`src/rtl/leaf_out_arbiter.sv`:
```
// Round-robin arbiter merging several user output streams onto one BFT output link.
// Each port owns a destination table entry, a wrapping BRAM address counter and a freespace credit.
module leaf_out_arbiter #(
  parameter int NUM_OUT_PORTS = 3,
  parameter int PAYLOAD_BITS  = 32,
  parameter int NUM_ADDR_BITS = 7,
  parameter int PACKET_BITS   = 1 + 5 + 4 + NUM_ADDR_BITS + PAYLOAD_BITS,
  parameter int CREDIT_INIT   = 64
) (
  input  logic                                  clk,
  input  logic                                  reset,
  input  logic [NUM_OUT_PORTS*PAYLOAD_BITS-1:0] din_leaf_user2interface,
  input  logic [NUM_OUT_PORTS-1:0]              vld_user2interface,
  output logic [NUM_OUT_PORTS-1:0]              ack_interface2user,
  input  logic                                  cfg_wr,
  input  logic [1:0]                            cfg_port,
  input  logic [4:0]                            cfg_leaf,
  input  logic [3:0]                            cfg_dport,
  input  logic                                  credit_vld,
  input  logic [1:0]                            credit_port,
  input  logic [NUM_ADDR_BITS:0]                credit_amt,
  output logic [PACKET_BITS-1:0]                dout_leaf_interface2bft,
  input  logic                                  bft_ready
);

  localparam int PTR_W = (NUM_OUT_PORTS > 1) ? $clog2(NUM_OUT_PORTS) : 1;
  localparam int CW    = NUM_ADDR_BITS + 1;
  localparam logic [CW:0]   CREDIT_MAX = {1'b0, 1'b1, {NUM_ADDR_BITS{1'b0}}};
  localparam logic [CW-1:0] CREDIT_RST = CW'(CREDIT_INIT);

  logic [NUM_OUT_PORTS-1:0] cfg_valid;
  logic [4:0]               leaf     [NUM_OUT_PORTS];
  logic [3:0]               dport    [NUM_OUT_PORTS];
  logic [NUM_ADDR_BITS-1:0] addr_cnt [NUM_OUT_PORTS];
  logic [CW-1:0]            credit   [NUM_OUT_PORTS];
  logic [PTR_W-1:0]         rr_ptr;

  logic                     slot_free;
  logic                     any_gnt;
  logic [NUM_OUT_PORTS-1:0] elig;
  logic [NUM_OUT_PORTS-1:0] gnt;
  logic [PTR_W-1:0]         gnt_idx;
  logic [PTR_W-1:0]         rr_next;
  logic [PACKET_BITS-1:0]   gnt_pkt;
  logic [CW:0]              credit_sum [NUM_OUT_PORTS];
  logic [CW-1:0]            credit_nxt [NUM_OUT_PORTS];

  always_comb begin
    slot_free = ~dout_leaf_interface2bft[PACKET_BITS-1] | bft_ready;
    elig      = '0;
    for (int i = 0; i < NUM_OUT_PORTS; i++)
      elig[i] = vld_user2interface[i] & cfg_valid[i] & (credit[i] != '0);

    // Two passes: ports at or above rr_ptr first, then wrap to the low ports.
    any_gnt = 1'b0;
    gnt_idx = '0;
    for (int i = 0; i < NUM_OUT_PORTS; i++)
      if (!any_gnt && elig[i] && i >= int'(rr_ptr)) begin
        any_gnt = 1'b1;
        gnt_idx = PTR_W'(i);
      end
    for (int i = 0; i < NUM_OUT_PORTS; i++)
      if (!any_gnt && elig[i]) begin
        any_gnt = 1'b1;
        gnt_idx = PTR_W'(i);
      end
    if (reset || !slot_free)
      any_gnt = 1'b0;

    gnt     = '0;
    gnt_pkt = '0;
    for (int i = 0; i < NUM_OUT_PORTS; i++)
      if (any_gnt && gnt_idx == PTR_W'(i)) begin
        gnt[i]  = 1'b1;
        gnt_pkt = {1'b1, leaf[i], dport[i], addr_cnt[i],
                   din_leaf_user2interface[i*PAYLOAD_BITS +: PAYLOAD_BITS]};
      end
    rr_next = (int'(gnt_idx) == NUM_OUT_PORTS - 1) ? '0 : gnt_idx + 1'b1;

    // A granted port always holds at least one credit, so the subtraction cannot underflow.
    for (int i = 0; i < NUM_OUT_PORTS; i++) begin
      credit_sum[i] = {1'b0, credit[i]}
                    + ((credit_vld && int'(credit_port) == i) ? {1'b0, credit_amt} : '0)
                    - {{CW{1'b0}}, gnt[i]};
      credit_nxt[i] = (credit_sum[i] > CREDIT_MAX) ? CREDIT_MAX[CW-1:0] : credit_sum[i][CW-1:0];
    end
  end

  assign ack_interface2user = gnt;

  always_ff @(posedge clk) begin
    if (reset) begin
      dout_leaf_interface2bft <= '0;
      rr_ptr                  <= '0;
      cfg_valid               <= '0;
      for (int i = 0; i < NUM_OUT_PORTS; i++) begin
        leaf[i]     <= '0;
        dport[i]    <= '0;
        addr_cnt[i] <= '0;
        credit[i]   <= CREDIT_RST;
      end
    end else begin
      if (slot_free) begin
        if (any_gnt) begin
          dout_leaf_interface2bft <= gnt_pkt;
          rr_ptr                  <= rr_next;
        end else begin
          dout_leaf_interface2bft[PACKET_BITS-1] <= 1'b0;
        end
      end
      for (int i = 0; i < NUM_OUT_PORTS; i++) begin
        // A table write wins over the address increment of a same-cycle grant.
        if (cfg_wr && int'(cfg_port) == i) begin
          cfg_valid[i] <= 1'b1;
          leaf[i]      <= cfg_leaf;
          dport[i]     <= cfg_dport;
          addr_cnt[i]  <= '0;
        end else if (gnt[i]) begin
          addr_cnt[i]  <= addr_cnt[i] + 1'b1;
        end
        credit[i] <= credit_nxt[i];
      end
    end
  end

endmodule

```
`config.mk`:
```
export PLATFORM = sky130hd
export DESIGN_NAME = leaf_out_arbiter
export DESIGN_NICKNAME = d
export VERILOG_FILES = /design/src/rtl/leaf_out_arbiter.sv
export SDC_FILE = /design/constraint.sdc
export NUM_CORES = 1
export LEC_CHECK = 0
export BUFFER_PORTS_ARGS = -buffer_cell sky130_fd_sc_hd__buf_2
export CAP_MARGIN = 20
export CORE_UTILIZATION = 45
export DETAILED_ROUTE_END_ITERATION = 16
export PLACE_DENSITY = 0.72
export SYNTH_ARGS = -nofsm -noshare
export SYNTH_HDL_FRONTEND = slang
export SYNTH_SLANG_ARGS = --single-unit
```
`constraint.sdc`:
```
create_clock -name clk -period 4.1 [get_ports clk]
set_input_delay 0.205 -clock clk [delete_from_list [all_inputs] [get_ports clk]]
set_output_delay 0.205 -clock clk [all_outputs]
set_load 0.05 [all_outputs]
```
==> results list, run 1 <==
- The run finished with clean final reports.
- Sinks on Clock Net: 126
- The tightest min-delay check is of the in2reg type.
- Measured in cells, the most critical reg-to-reg path has a length of 15.
- After the first detailed-routing iteration, the DRC count stood at 249.
- CTS clk-pin slew, worst paths: 0.06 ns
- The critical path crosses 15 cells after its start point.
- P&R area growth vs syn: 25.1%
- In the routed design, unresolved DRC markers number 0.
- Summed instance area of the synthesized netlist: 6990 µm²
* Number of antenna repair diodes: 0
* Die boundary width: 127 µm
- Worst Setup Start Kind: register
* Critical Path Slowest Stage Cell: sky130_fd_sc_hd__or4_4
- The average instance in the mapped netlist occupies 10.2 µm².
* Cell types occupying the most area after synthesis: sky130_fd_sc_hd__dfxtp_1 (22%), sky130_fd_sc_hd__edfxtp_1 (21%), sky130_fd_sc_hd__ha_1 (9.1%)
- Counting I/O delays and the setup requirement, the final critical path takes 3.95 ns.
* Die height: 127 µm
* Yosys warnings: 0
* Count of final setup violators: 0
* Number of buffers created by CTS: 17
- In this design, the largest share of critical-path delay is due to simple AND/OR/NAND/NOR gates.
- Placed wire-length estimate after detailed placement: 12.3 mm
- Cell total after placement: 1029
- Data required, critical path: 4.43 ns
* Total I/O pin count: 177
* CTS tree: yes
- Cell taking the most area after synthesis: sky130_fd_sc_hd__dfxtp_1
- Counting flops and latches in the post-synthesis netlist gives 126.
- Global routing used 22.0% of the available tracks across all layers.
- The count of buffers added on input and output ports is 176.
- Post-synth top flop: sky130_fd_sc_hd__dfxtp_1
- The tool flagged a number of max-cap violations equal to 0.
- Routability-driven placement finished with a final weighted congestion of 0.835.
- After detailed routing, the number of vias per cell comes to 5.65.
* Number of global-route vias before repair: 5773
- Worst setup margin: 0.150 ns
- The first global-routing pass estimated 27.7 mm of wire.
- Summed over all failing endpoints, the final setup total negative slack is 0 ns.
- The signal on the critical path passes through or4_4 -> o21a_1 -> a211o_1 -> or2_4 -> clkinv_4 -> ha_1 -> inv_1 -> ha_2 -> fa_2 -> a211oi_4 -> nor4b_1 -> nor4_1 -> nand4_1 -> buf_4 -> a211oi_1.
- The die covers 16000 µm².
* Clock network latency to the later pin of the worst-skew pair: 0.41 ns
- Yosys mapped a number of flops with a built-in enable equal to 48.
- P_leak: 3.85 nW
- Synthesized Nets: 863
- Post-route fraction of the period consumed by the critical path: 96.3%
* Post-synthesis cell type count: 62
- For the final database, setup skew stands at 0.00676 ns.
- Slew at the pin closest to its max-slew limit: 1.07 ns
* Data arrival time of the critical path: 4.28 ns
- The region available for standard cell placement spans 15200 µm².
- Worst hold stages: 2
* Top achievable clock speed: 253 MHz
* Final number of max-transition violations: 0
- Worst Path Buf+Inv: 3
- Cell count after synthesis: 684
* Aggregate routed wire length: 17.4 mm
- Clock tree synthesis selected as its root buffer the cell sky130_fd_sc_hd__clkbuf_16.
* Fraction of layout instances using a drive strength above 1: 28.5%
* Placement Rows: 45
* Final standard cell utilization of the core: 57.5%
- Once the floorplan was initialized, standard cells occupied 46.0% of the core.
- In this run the biggest area consumer among cell types represents 22.3% of the synthesized area.
* Post-route antenna net violation count: 0
- After the flow finishes, the layout carries non-filler instances totaling 1065.
- Maximum number of pins on one net before global-route repair: 51
* Vias: 6017
- Wire length per cell after detailed routing: 16.4 µm
- Worst setup timing slack at the placement stage: 0.0358 ns
- Delay of the slowest cell on the worst path: 0.55 ns
- Initial antenna violation count: 0
- The number of hold violations in the final report was 0.
- The first TritonRoute pass finished after 5 iterations.
* GR Overflow Total: 0
- Total power after layout: 5.30 mW
* Endpoint kind of the worst setup timing path: register
- Worst slew slack as a fraction of its limit: 28.8%
* Worst Setup Path Type: reg2reg
* Worst supply voltage drop on vdd: 0.000424 V
- At the end of the flow, the number of nets in the layout was 1043.
* Register Area: 3000 µm²
- In this run the worst path has a maximum fanout of 4.
- Filler Cells Inserted: 1284
* Pwr dens: 606 nW/µm²
- Fraction of registers with async set or reset after synthesis: 0%
- Counting along the longest clock path gives a buffer depth of 2.
- The share of the Yosys chip area taken by registers is 43.0%.
- Area of the multi-input gates: 3550 µm²
- The clock tree synthesis step divided the H-tree into 4 levels.
state kept, by name, indices dropped and copies added, names as in the netlist:
signal,count
credit,24
rr_ptr,2
cfg_valid,3
addr_cnt,21
dout_leaf_interface2bft,49
leaf,15
dport,12
cells in the mapped netlist, types with 5 or more instances:
master	count
sky130_fd_sc_hd__xnor2_1	14
sky130_fd_sc_hd__clkbuf_1	18
sky130_fd_sc_hd__and3_1	6
sky130_fd_sc_hd__nand3_1	13
sky130_fd_sc_hd__nor2_1	25
sky130_fd_sc_hd__a211oi_1	14
sky130_fd_sc_hd__nand2b_1	10
sky130_fd_sc_hd__a32o_1	47
sky130_fd_sc_hd__nor3b_1	10
sky130_fd_sc_hd__a21o_1	5
sky130_fd_sc_hd__xor2_1	10
sky130_fd_sc_hd__nor2b_1	5
sky130_fd_sc_hd__a21oi_1	6
sky130_fd_sc_hd__nand2_1	36
sky130_fd_sc_hd__a221o_1	49
sky130_fd_sc_hd__o21ai_0	15
sky130_fd_sc_hd__or2_2	8
sky130_fd_sc_hd__inv_1	82
sky130_fd_sc_hd__dfxtp_1	78
sky130_fd_sc_hd__and2_1	15
sky130_fd_sc_hd__nor4_1	9
sky130_fd_sc_hd__buf_2	9
sky130_fd_sc_hd__edfxtp_1	48
sky130_fd_sc_hd__nor3_1	26
sky130_fd_sc_hd__ha_1	51
routing by layer:
metal / vias up / track usage [%] / wire (µm)
li1: 2975 / - / -
met1: 2823 / 27.9 / 8060
met2: 203 / 37.6 / 8170
met3: 16 / 4.09 / 946
met4: 0 / 7.80 / 241
met5: - / 0 / 0
final cells by class:
type / count / share of cell area, %
inverters: 84 / 3.66
flip-flops and latches: 126 / 34.4
well taps: 188 / 2.69
multi-input cells: 442 / 40.6
repair buffers: 193 / 11.6
clock inverters: 15 / 2.28
clock buffers: 17 / 4.87
kinds of logic after synthesis:
family	synth area share, %
xor gates and xnor gates	3.01
buffers and inverters	7.18
AOI/OAI and AO/OA	22.1
and+or+nand+nor	14.8
DFF	43.0
adders and majority gates	9.99
per-stage QoR:
step           instance area, µm²  hold slack, ns
5_1_grt                      8740         0.00931
3_3_place_gp                 8050           0.428
2_1_floorplan                7000           0.344
3_5_place_dp                 8050           0.432
4_1_cts                      8690         0.00136
6_report                     8740          0.0168
report_power, final:
part	switching (mW)	total [mW]	internal (mW)
Sequential	0.0814	1.54	1.46
Clock	0.602	1.58	0.979
Combinational	1.30	2.18	0.872
Total	1.99	5.30	3.31
layout by cell type, fill, tap and decap left out, types with 5 or more instances in the layout:
master	netlist	routed
sky130_fd_sc_hd__a221o_1	49	49
sky130_fd_sc_hd__clkbuf_16	0	17
sky130_fd_sc_hd__a21o_1	5	5
sky130_fd_sc_hd__or2_2	8	8
sky130_fd_sc_hd__nor4_1	9	9
sky130_fd_sc_hd__a211oi_1	14	12
sky130_fd_sc_hd__inv_1	82	82
sky130_fd_sc_hd__nand3_1	13	13
sky130_fd_sc_hd__nand2b_1	10	10
sky130_fd_sc_hd__and2_1	15	15
sky130_fd_sc_hd__dfxtp_1	78	78
sky130_fd_sc_hd__xor2_1	10	10
sky130_fd_sc_hd__nor2b_1	5	5
sky130_fd_sc_hd__nor2_1	25	23
sky130_fd_sc_hd__buf_4	1	14
sky130_fd_sc_hd__a21oi_1	6	5
sky130_fd_sc_hd__edfxtp_1	48	48
sky130_fd_sc_hd__nand2_1	36	36
sky130_fd_sc_hd__nor3b_1	10	10
sky130_fd_sc_hd__a32o_1	47	47
sky130_fd_sc_hd__buf_2	9	177
sky130_fd_sc_hd__ha_1	51	50
sky130_fd_sc_hd__nor3_1	26	26
sky130_fd_sc_hd__and3_1	6	6
sky130_fd_sc_hd__xnor2_1	14	14
sky130_fd_sc_hd__o21ai_0	15	14
repair_timing:
action                                  CTS  global route
resized for setup                         0            10
buffers inserted                          0             1
endpoints found under the setup margin    0             8
hold buffers                              2             0
hold endpoints to repair                  2             0
worst paths after layout:
| path | from | to | slack, ns |
|---|---|---|---|
| worst max-delay path | credit[0][19] | credit[0][2] | 0.15 |
| worst min-delay path | din_leaf_user2interface[28] | dout_leaf_interface2bft[28] | 0.02 |
| worst max register to register | credit[0][19] | credit[0][2] | 0.15 |
| worst min register to register | leaf[0][4] | dout_leaf_interface2bft[47] | 0.47 |
(Power assumes the default switching activity.)
==> run 2, diff against run 1 <==
--- a/config.mk
+++ b/config.mk
@@ -7,9 +7,8 @@
 export LEC_CHECK = 0
 export BUFFER_PORTS_ARGS = -buffer_cell sky130_fd_sc_hd__buf_2
 export CAP_MARGIN = 20
-export CORE_UTILIZATION = 45
+export CORE_UTILIZATION = 40
 export DETAILED_ROUTE_END_ITERATION = 16
-export PLACE_DENSITY = 0.72
 export SYNTH_ARGS = -nofsm -noshare
 export SYNTH_HDL_FRONTEND = slang
 export SYNTH_SLANG_ARGS = --single-unit
==> constraint.sdc (replaced) <==
create_clock -name clk -period 4.2 [get_ports clk]
set_input_delay 0.21 -clock clk [delete_from_list [all_inputs] [get_ports clk]]
set_output_delay 0.21 -clock clk [all_outputs]
set_load 0.005 [all_outputs]
==> run 2 against run 1 <==
Effect of this change: clock skew is 0.0027 ns higher; die area is 12% higher; via count hardly changed; cell area is 0.39% higher; maximum frequency is 3.9% lower; critical endpoint is now credit[0][1].
==> results list, run 2 (synthesized netlist as in run 1, its figures left out) <==
- Status: complete, no violations
- RSZ-0062 raised after global routing: yes
- STA classifies the critical path endpoint as a register.
* Largest register by flop count: dout_leaf_interface2bft
* Number of buffers created by CTS: 17 (unchanged)
- Worst r2r dst: credit[0][1]
- Hold bufs inserted after CTS: 0 (-2)
* Cell repeated most along the worst path: sky130_fd_sc_hd__ha_1
- Critical path peak fanout: 4 (unchanged)
- Post-route fraction of the period consumed by the critical path: 97.9% (+1.6 points)
- Number of antenna repair diodes: 0 (unchanged)
* Final layout net count: 1040 (-0.29%)
- Hold violation count in the final report: 0 (unchanged)
- The setup clock skew after layout is 0.00946 ns (+0.00270 ns).
- In this run the clock root is driven by a sky130_fd_sc_hd__clkbuf_16.
- R2r worst-path depth: 14 (-1)
- The post-route core utilization is 52.2% (-5.3 points).
- Clock period minus final worst setup slack: 4.11 ns (+0.162 ns)
- The maximum level of the CTS H-tree was 4 (unchanged).
- The remaining design rule violation count was 0 (unchanged).
* P_leak: 3.84 nW (-0.18%)
- Max reg flops: 49 (unchanged)
* Slew at the pin closest to its max-slew limit: 1.02 ns (-0.0413 ns)
- Setup slack of the worst register-to-register path: 0.09 ns (-0.06 ns)
* Biggest registers after layout: dout_leaf_interface2bft: 49 flops, credit: 24 flops, addr_cnt: 21 flops
- Worst slew slack as a fraction of its limit: 31.3% (+2.5 points)
- The most critical setup path has its startpoint at credit[0][22].
- Aggregate routed wire length: 18.6 mm (+6.9%)
- Placement Rows: 47 (+4.4%)
- The clock input transition at the sequential cells of the worst setup and hold paths came to 0.06 ns (about the same).
- The maximum cell stage delay along the critical path is 0.54 ns (about the same).
- Worst supply voltage drop on vdd: 0.000331 V (-22%)
* Fraction of layout instances using a drive strength above 1: 27.8% (-0.70 points)
* Worst-case clock buffer depth: 2 (unchanged)
* Placeable core area: 16800 µm² (+11%)
- Vias: 6016 (-0.017%)
- The final number of max-transition violations was 0 (unchanged).
- The total clock sinks is 126 (unchanged).
- Total die area: 18000 µm² (+12%)
* P&R area growth vs syn: 25.6%
- The die width was 134 µm (+6.0%).
- The final weighted congestion in routability-driven placement is 0.859 (+2.8%).
- Top achievable clock speed: 243 MHz (-3.9%)
- Detailed-router iteration count before antenna repair: 4 (-1)
- Critical path depth in cells: 14 (-1)
* Via-to-Cell Ratio: 5.50 (-2.7%)
- The global router's overall resource usage is 20.8% (-1.3 points).
- Startpoint of the worst-slack reg-to-reg timing path: credit[0][22]
* Placed wire-length estimate after detailed placement: 13.6 mm (+11%)
- The count of buffers inserted at the top-level ports came to 176 (unchanged).
- The wire length of the first global-routing pass came to 29.2 mm (+5.6%).
- Number of global-route vias before repair: 6042 (+4.7%)
* Filler Cells Inserted: 1586 (+24%)
- The number of buffer and inverter instances along the worst setup path is 2 (-1).
- Family of cells with the greatest summed delay on the critical path: simple AND/OR/NAND/NOR gates
* Hold WC Path Type: in2reg
- Critical Path, Cell by Cell: or4_4 -> o21a_1 -> a211o_1 -> or2_1 -> clkinv_4 -> ha_1 -> inv_1 -> ha_1 -> fa_1 -> a211oi_2 -> nor4b_1 -> nor4_1 -> nand4_1 -> a2111oi_2
* Post-route antenna net violation count: 0 (unchanged)
- Wire length per cell after detailed routing: 17.0 µm (+4.1%)
* Post-Route Hold Slack: 0.0172 ns (+0.000392 ns)
- Total I/O pin count: 177 (unchanged)
- On the critical path, the stage with the largest delay is an instance of sky130_fd_sc_hd__or4_4.
- The number of antenna violations at the first check in global routing was 0 (unchanged).
- Register Area: 3000 µm² (unchanged)
* Pwr dens: 574 nW/µm² (-5.3%)
- In this run the most critical hold path is launched from din_leaf_user2interface[2].
- Maximum Capacitance Violations: 0 (unchanged)
- GR Overflow Total: 0 (unchanged)
* Die height: 134 µm (+6.0%)
- CTS tree: yes
- End point of the critical path: credit[0][1]
- The maximum number of pins on one net before global-route repair was 51 (unchanged).
- The number of setup violations in the final report came to 0 (unchanged).
- The effective utilization at floorplan was 41.5% (-4.4 points).
- Area of the multi-input gates: 3530 µm² (-0.39%)
- STA classifies the critical path startpoint as a register.
* Most frequent cells in the layout: sky130_fd_sc_hd__buf_2 (176), sky130_fd_sc_hd__inv_1 (82), sky130_fd_sc_hd__dfxtp_1 (78), sky130_fd_sc_hd__ha_1 (51), sky130_fd_sc_hd__a221o_1 (49)
- The clock latency at the later pin of the worst-skew pair is 0.42 ns (about the same).
- The library cell used most frequently in the layout, excluding fill and tap cells, is sky130_fd_sc_hd__buf_2.
- Data required, critical path: 4.50 ns (+0.07 ns)
- Fin Setup TNS: 0 ns (unchanged)
- Worst Setup Path Type: reg2reg
- Data arrival time of the critical path: 4.41 ns (+0.13 ns)
- The violation count after the first detailed-route iteration is 255 (+2.4%).
-- run 2: cell count changes in the layout (fill, tap and decap cells not counted), moves of 2 or more --
| cell | delta |
|---|---|
| sky130_fd_sc_hd__bufinv_16 | +2 |
| sky130_fd_sc_hd__clkinv_1 | +2 |
| sky130_fd_sc_hd__dlygate4sd3_1 | -2 |
| sky130_fd_sc_hd__inv_6 | -2 |
| sky130_fd_sc_hd__inv_8 | -4 |
-- run 2: worst min-delay path by stage --
stage                                       to  slack, ns  cells after the start
global route        dout_leaf_interface2bft[0]       0.01                      2
floorplan           dout_leaf_interface2bft[0]       0.35                      1
CTS                 dout_leaf_interface2bft[2]      0.003                      2
global placement    dout_leaf_interface2bft[0]       0.43                      2
finish              dout_leaf_interface2bft[2]       0.02                      2
detailed placement  dout_leaf_interface2bft[2]       0.44                      2
-- run 2: area by class of cell --
| class | instances | area share, % |
|---|---|---|
| flip-flops and latches | 126 | 34.2 |
| clock buffers | 18 | 4.89 |
| repair buffers | 190 | 11.4 |
| clock inverters | 14 | 2.45 |
| multi-input cells | 442 | 40.3 |
| well taps | 220 | 3.14 |
| inverters | 84 | 3.65 |
-- run 2: stage by stage --
stage                     instance area (µm²)  instances  total power [mW]  setup WS [ns]
after CTS                                8750       1093              5.00         0.0200
after global placement                   8080       1060              3.36          0.125
after floorplan                          6990        684              2.93          0.112
after global routing                     8770       1094              5.36         -0.120
after detailed placement                 8100       1061              3.40        -0.0800
final                                    8770       1094              5.04         0.0881
-- run 2: report_power, final --
group / switching, mW / internal (mW) / total (mW)
logic: 1.12 / 0.824 / 1.94
registers: 0.0769 / 1.43 / 1.50
clock network: 0.536 / 1.05 / 1.59
total: 1.73 / 3.30 / 5.04
-- run 2: routing by layer --
layer | global-route usage (%) | vias up | part of all wire [%]
met1 | 25.3 | 2831 | 44
met2 | 36.3 | 192 | 48
met5 | 0 | - | 0
met3 | 3.63 | 22 | 5.4
li1 | - | 2971 | -
met4 | 8.18 | 0 | 1.8
-- run 2: timing repair --
action | in CTS | in global routing
gates resized for setup | 1 | 6
endpoints found under the setup margin | 1 | 3
pin swaps | 0 | 5
setup buffers | 0 | 1
